`config.mk`:
```
export PLATFORM = sky130hd
export DESIGN_NAME = icap_bitstream_loader
export DESIGN_NICKNAME = d
export VERILOG_FILES = /design/src/rtl/icap_bitstream_loader.sv
export SDC_FILE = /design/constraint.sdc
export NUM_CORES = 1
export LEC_CHECK = 0
export ABC_AREA = 1
export BUFFER_PORTS_ARGS = -buffer_cell sky130_fd_sc_hd__buf_2
export CORE_AREA = 2 2 319 321
export CTS_CLUSTER_SIZE = 25
export DETAILED_ROUTE_END_ITERATION = 7
export DIE_AREA = 0 0 321 323
export GPL_ROUTABILITY_DRIVEN = 0
export SETUP_SLACK_MARGIN = 0.15
export SYNTH_ARGS = -nofsm -noshare
export SYNTH_HDL_FRONTEND = slang
export SYNTH_SLANG_ARGS = --single-unit
```
`constraint.sdc`:
```
create_clock -name clk -period 9.7 [get_ports clk]
set_clock_uncertainty 0.15 [all_clocks]
set_input_delay 1.94 -clock clk [delete_from_list [all_inputs] [get_ports clk]]
set_output_delay 1.94 -clock clk [all_outputs]
set_load 0.02 [all_outputs]
```
`src/rtl/icap_bitstream_loader.sv`:
```
// Streams a counted partial bitstream from a valid/ready source through a small word FIFO
// into the ICAP write port, reporting done/error to the reconfiguration controller.
module icap_bitstream_loader #(
  parameter int TECH         = 1,
  parameter int FIFO_DEPTH   = 16,
  parameter int BIT_SWAP     = 1,
  parameter int DONE_TIMEOUT = 4096
) (
  input  logic        clk,
  input  logic        rst,
  input  logic        start,
  input  logic        abort,
  input  logic [31:0] bs_words,
  input  logic        s_valid,
  output logic        s_ready,
  input  logic [31:0] s_data,
  output logic        icap_csib,
  output logic        icap_rdwrb,
  output logic [31:0] icap_i,
  input  logic        icap_avail,
  input  logic        icap_prdone,
  input  logic        icap_prerror,
  output logic        busy,
  output logic        done,
  output logic        error,
  output logic [31:0] words_sent
);

  localparam int AW    = $clog2(FIFO_DEPTH);
  localparam bit IS_E2 = (TECH == 1);

  typedef enum logic [1:0] {IDLE, WRITE, WAIT_DONE, FLUSH} state_t;

  state_t      state;
  logic [31:0] mem [FIFO_DEPTH];
  logic [AW:0] wr_ptr, rd_ptr;
  logic [31:0] rx_left, tx_left, rx_next;
  logic [31:0] timer;
  logic [31:0] rd_word;
  logic        fifo_empty, fifo_full;
  logic        accept, push, issue, fail_in_write;

  function automatic logic [31:0] swap_bits(input logic [31:0] w);
    logic [31:0] r;
    r = w;
    if (BIT_SWAP == 1) begin
      for (int k = 0; k < 4; k++) begin
        for (int b = 0; b < 8; b++) begin
          r[8*k+b] = w[8*k+7-b];
        end
      end
    end
    return r;
  endfunction

  // Extra pointer bit distinguishes full from empty when the indices match.
  assign fifo_empty = (wr_ptr == rd_ptr);
  assign fifo_full  = (wr_ptr[AW] != rd_ptr[AW]) && (wr_ptr[AW-1:0] == rd_ptr[AW-1:0]);
  assign rd_word    = mem[rd_ptr[AW-1:0]];

  always_comb begin
    // NOTE: assign a default before the case so every path drives s_ready and no latch is inferred.
    s_ready = 1'b0;
    case (state)
      WRITE:   s_ready = (rx_left != '0) && !fifo_full;
      FLUSH:   s_ready = 1'b1;
      default: s_ready = 1'b0;
    endcase
  end

  assign accept        = s_valid && s_ready;
  assign push          = accept && (state == WRITE);
  assign fail_in_write = abort || (!IS_E2 && icap_prerror);
  assign issue         = (state == WRITE) && !fifo_empty && (IS_E2 || icap_avail) && !fail_in_write;
  assign rx_next       = (accept && rx_left != '0) ? rx_left - 32'd1 : rx_left;
  assign busy          = (state != IDLE);

  // NOTE: the storage array carries no reset; only the pointers define FIFO contents.
  always_ff @(posedge clk) begin
    if (push) mem[wr_ptr[AW-1:0]] <= s_data;
  end

  // NOTE: all state below uses non-blocking assignments so every register samples pre-edge values.
  always_ff @(posedge clk or posedge rst) begin
    if (rst) begin
      state      <= IDLE;
      wr_ptr     <= '0;
      rd_ptr     <= '0;
      rx_left    <= '0;
      tx_left    <= '0;
      timer      <= '0;
      icap_csib  <= 1'b1;
      icap_rdwrb <= 1'b1;
      icap_i     <= '0;
      done       <= 1'b0;
      error      <= 1'b0;
      words_sent <= '0;
    end else begin
      done       <= 1'b0;
      icap_csib  <= 1'b1;
      icap_rdwrb <= 1'b1;
      rx_left    <= rx_next;
      if (push)  wr_ptr <= wr_ptr + 1'b1;
      if (issue) rd_ptr <= rd_ptr + 1'b1;

      case (state)
        IDLE: begin
          if (start) begin
            rx_left    <= bs_words;
            tx_left    <= bs_words;
            error      <= 1'b0;
            words_sent <= '0;
            if (bs_words == '0) done  <= 1'b1;
            else                state <= WRITE;
          end
        end

        WRITE: begin
          if (fail_in_write) begin
            // A word accepted in this same cycle still counts against rx_left.
            error  <= 1'b1;
            wr_ptr <= '0;
            rd_ptr <= '0;
            state  <= (rx_next != '0) ? FLUSH : IDLE;
          end else if (issue) begin
            icap_csib  <= 1'b0;
            icap_rdwrb <= 1'b0;
            icap_i     <= swap_bits(rd_word);
            words_sent <= words_sent + 32'd1;
            tx_left    <= tx_left - 32'd1;
            if (tx_left == 32'd1) begin
              if (IS_E2) begin
                done  <= 1'b1;
                state <= IDLE;
              end else begin
                timer <= '0;
                state <= WAIT_DONE;
              end
            end
          end
        end

        WAIT_DONE: begin
          if (icap_prerror || abort || timer == 32'(DONE_TIMEOUT - 1)) begin
            error <= 1'b1;
            state <= IDLE;
          end else if (icap_prdone) begin
            done  <= 1'b1;
            state <= IDLE;
          end else begin
            timer <= timer + 32'd1;
          end
        end

        FLUSH: begin
          if (abort || rx_next == '0) state <= IDLE;
        end

        default: state <= IDLE;
      endcase
    end
  end

endmodule

```
* Word level (Yosys, flattened, before mapping)
Memories as Yosys holds them, arrays and structs flattened. A register that Yosys moved wholly into a read port is not among the register bits. Cells that the tools add are included.
Word-level totals: output and inout port bits 70, memories 1, bits in read-only memories 0, latch bits 0, register bits after elaboration 143, RAM bits 512
Memories:
- mem | words 16, bits a word 32, rd ports 1, clocked after Yosys merged registers in 1, wr ports 1, RTL line 35 | logic [31:0] mem [FIFO_DEPTH];
Cells by class: $lt $le $gt $ge 0, shift operators 0, mux-type cells 45, reductions and logical operators 26, bitwise operators 3, multipliers 0, equality and inequality tests 18, div/mod/pow operators 0, add/sub/neg operators 6
Operator list (number):
- $mux 32 | 9
- $pmux 32 s2 | 2
- $add 32x1->32 const B | 2
- $logic_not 32->1 | 2
- $reduce_bool 32->1 | 2
- $sub 32x1->32 const B | 2
- $eq 32x1->1 const B | 1
- $eq 32x12->1 const B | 1
- $mux 5 | 6
- $mux 2 | 9
- $mux 1 | 15
- $ne 2x2->1 const B | 7
- $add 5x1->5 const B | 2
- $pmux 2 s4 | 1
- $reduce_and 4->1 | 2
- $logic_and 1x1->1 | 7
- $ne 3x3->1 const B | 2
- $pmux 1 s3 | 2
- $reduce_and 3->1 | 2
- $reduce_and 6->1 | 1
- $eq 5x5->1 | 1
- $eq 2x2->1 const B | 2
- $eq 4x4->1 | 1
- $reduce_bool 2->1 | 2
- 9 further kinds | 15

* Depth between registers and ports, before layout
depth in word-level cells 12, gate-level depth with buffers 23

* Worst setup path after synthesis
OpenSTA, ideal clock, no wires.
path kind input -> register, start in s_valid, end mem mem[7][0] (enable), data required time 9.129 ns, arrival 4.272 ns, setup slack 4.857 ns, stages on the path 8, path through buf_2 -> clkbuf_1 -> nand3_1 -> inv_2 -> nand2_1 -> nor2_1 -> inv_1 -> nor2_1
On the way: word-level cells in the longest chain between the ends 4
Ends and longest elaborated chain:
- start, declared | RTL line 14 | input logic s_valid,
- $logic_and 1x1->1 | RTL line 71 | assign accept = s_valid && s_ready;
- $logic_and 1x1->1 | RTL line 72 | assign push = accept && (state == WRITE);
- $mux 1 | RTL line 80 | if (push) mem[wr_ptr[AW-1:0]] <= s_data;
- $mux 1 (not written as such) | RTL line 80
- end, declared | RTL line 35
No other way between the ends.

* Worst setup path in the final report
start reg rd_ptr[2], end out s_ready
On the way: word-level cells in the longest chain between the ends 5
Ends and longest elaborated chain:
- start, declared | RTL line 36 | logic [AW:0] wr_ptr, rd_ptr;
- start signal, assigned | RTL line 104 | if (issue) rd_ptr <= rd_ptr + 1'b1;
- $eq 4x4->1 | RTL line 58 | assign fifo_full = (wr_ptr[AW] != rd_ptr[AW]) && (wr_ptr[AW-1:0] == rd_ptr[AW-1:0]);
- $logic_and 1x1->1 | RTL line 58
- $logic_not 1->1 | RTL line 65 | WRITE: s_ready = (rx_left != '0) && !fifo_full;
- $logic_and 1x1->1 | RTL line 65
- $pmux 1 s2 | RTL line 64 | case (state)
- end, declared | RTL line 15 | output logic s_ready,
No other way between the ends.

==> results.toml <==
[status]
status = "complete, no violations"

[setup_path]
r2r_start = "rd_ptr[2]"
required_ps = 7610
reg2reg_to = "wr_ptr[4]"
reg2reg_slack_ps = 5130
crit_path_end_kind = "primary output"
crit_fanout = 36
crit_end = "s_ready"
cp.arrival_ps = 3280
reg2regPathDepth = 17
crit_path_start = "rd_ptr[2]"
start_kind = "register"
worstSetupPathType = "register to primary output"

[drt]
top_layer_used = "met5"
drc = 0
wl_met2_mm = 37.7
wl_met3_mm = 5.08
routedWlPerCell_um = 18.9
dr.pass1.iters = 5
wl_mm = 80.0
wl_met1_mm = 35.4
vias = 21380
viasPerCell = 5.05
antenna_left = 0
drt_iter0_drc = 1944

[synthesis]
synth.most_common_cell = "edfxtp_1"
synth-compound-area-share_pct = 12.2
synthTopCellsByArea = "edfxtp_1 51%, dfrtp_1 15%, nor2_1 6.2%"
synth_adder_area_share_pct = 0.627
synthCells = 2767
synth_edf_count = 512
syn_nets = 2854
avgSynthCellArea_sq_um = 10.8
synth.top_cell.area_share_pct = 51.4
synth_top_family_by_area = "simple AND/OR/NAND/NOR gates"
ys_async_sr_fraction_pct = 25.5
synth_common_cells = "512 x edfxtp_1, 495 x nor2_1, 383 x nand2_1"
yosys_warnings = 0
synth_ff_type = "edfxtp_1"
synth_top_area_cell = "edfxtp_1"
syn_area_sq_um = 29900
synth.area.mux_share_pct = 0
synth_cell_types = 53
ys_seq_elements = 687
synthSimpleGateAreaFrac_pct = 15.5
seq_area_frac_synth_pct = 66.0
synthXorXnorAreaFrac_pct = 1.73

[clock_network]
cts_setup_buffers = 0
postCtsHoldBufs = 0
clk_pin_slew_ps = 60
cts_tree = "done"
clockBufferDepth = 3
cts-root-buf = "clkbuf_16"
ctsResizeCount = 0
clk_latency_ps = 640
cts.sinks = 687
htreeDepth = 3
cts_buffers = 73

[die]
core_sq_um = 101000
die_w_um = 321
num_rows = 117
die_y_um = 323
start_util_pct = 29.7
io_pins = 142
dieArea_sq_um = 104000

[power]
leakage_nw = 12.6
ir_worst_vdd_mv = 0.210
pwr_density_cell_nw_per_um2 = 275

[sta]
fin_hold_ws_ps = 323
final_hold_viol_count = 0
slew_violations = 0
setup_tns_ps = 0
period_minus_slack_ps = 5370
setup_viol = 0
fmax_mhz = 186
finalWorstSetupSlack_ps = 4330
period_share_pct = 55.4
max_slew_margin_pct = 27.1
tightest_slew_ps = 1090
rsz0062_at_grt = "false"

[final_layout]
finish.utilization_pct = 34.2
synthToLayoutAreaGrowth_pct = 15.0
fin_nets = 2959
diodes = 0
drive_above_1_share_pct = 12.2
fin_area_sq_um = 34400

[global_routing]
grt_usage_pct = 15.2
overflow = 0
antenna_found_initial = 8
grt_pass1_wl_mm = 122
grt_max_degree = 95
first_global_vias = 20230

[place]
post-place-ws_ps = 4660
portBuffers = 140
placed_area_sq_um = 32100
hpwl_mm = 46.6

[job]
cap_violations = 0

[min_path]
hold_class = "register to register"
sequential cells by signal (all words and copies together), names as in the netlist:
| signal | flops |
|---|---|
| mem | 512 |
| icap_i | 32 |
| rx_left | 32 |
| timer | 32 |
| tx_left | 32 |
| words_sent | 32 |
| rd_ptr | 5 |
| wr_ptr | 5 |
| state | 2 |
| done | 1 |
| error | 1 |
| icap_rdwrb | 1 |
cell type report:
type	count	area (sq um)
multi-input cells	1786	9140
clock inverters	28	290
well taps	1309	1640
clock buffers	103	2050
inverters	148	573
flip-flops and latches	687	19800
fillers	10045	66300
repair buffers	176	971
how the worst min path moves through the flow:
| stage | from | end | slack (ps) | depth (start not counted) |
|---|---|---|---|---|
| 2_1_floorplan | timer[31] | timer[31] | 290 | 1 |
| 6_report | timer[31] | timer[31] | 320 | 1 |
| 3_3_place_gp | timer[31] | timer[31] | 310 | 1 |
| 3_5_place_dp | timer[31] | timer[31] | 310 | 1 |
| 5_1_grt | timer[31] | timer[31] | 330 | 1 |
| 4_1_cts | timer[31] | timer[31] | 330 | 1 |
kinds of logic (layout without fill, tap and decap cells):
kind of cell,Yosys count,in the layout
and+or+nand+nor,1092,1092
AOI/OAI and AO/OA,620,620
xor gates and xnor gates,59,59
buffers and inverters,294,455
adders and majority gates,15,15
DFF,687,687
power by group:
| group | leakage [nW] | internal, mW | switching (mW) |
|---|---|---|---|
| clock | 1.14 | 1.54 | 1.18 |
| combinational | 4.64 | 0.906 | 2.09 |
| sequential | 6.79 | 3.44 | 0.289 |
| total | 12.6 | 5.89 | 3.56 |
placed cells by master, fill, tap and decap left out, types with 11 or more instances in the layout:
cell type / netlist / layout
buf_2: 5 / 140
nand2_1: 383 / 382
ha_1: 15 / 15
nor2_1: 495 / 479
nor2_4: 5 / 22
nor4_1: 15 / 15
nor3_1: 30 / 30
a221oi_1: 26 / 26
nand4_1: 48 / 48
inv_1: 132 / 129
nor2_2: 12 / 11
o221ai_1: 56 / 56
xor2_1: 43 / 43
xnor2_1: 16 / 16
a21oi_1: 67 / 67
o211ai_1: 18 / 18
inv_2: 12 / 14
nand3_1: 75 / 75
edfxtp_1: 512 / 512
o21ai_0: 329 / 329
buf_4: 4 / 36
dfrtp_1: 174 / 171
o22ai_1: 85 / 85
clkbuf_16: 0 / 74
clkbuf_1: 123 / 20
critical path: stages, from the launching register on:
cell,delay [ps]
dfrtp_2,670
buf_4,550
inv_4,270
nand2_1,120
nand2_1,50
nor2_1,180
nand3_1,210
nand3_4,170
nand2_8,160
buf_2,220
layer usage:
layer,vias to the layer above,global-route usage (%)
met2,637,25.1
li1,10051,-
met1,10551,20.5
met5,-,0
met4,10,4.20
met3,131,2.92
through the flow:
stage,cells,total power [mW]
4_1_cts,4237,9.53
3_5_place_dp,4106,6.79
2_1_floorplan,2767,5.87
5_1_grt,4237,10.0
6_report,4237,9.46
3_3_place_gp,4106,6.75
Power figures use the tool's default switching activity.
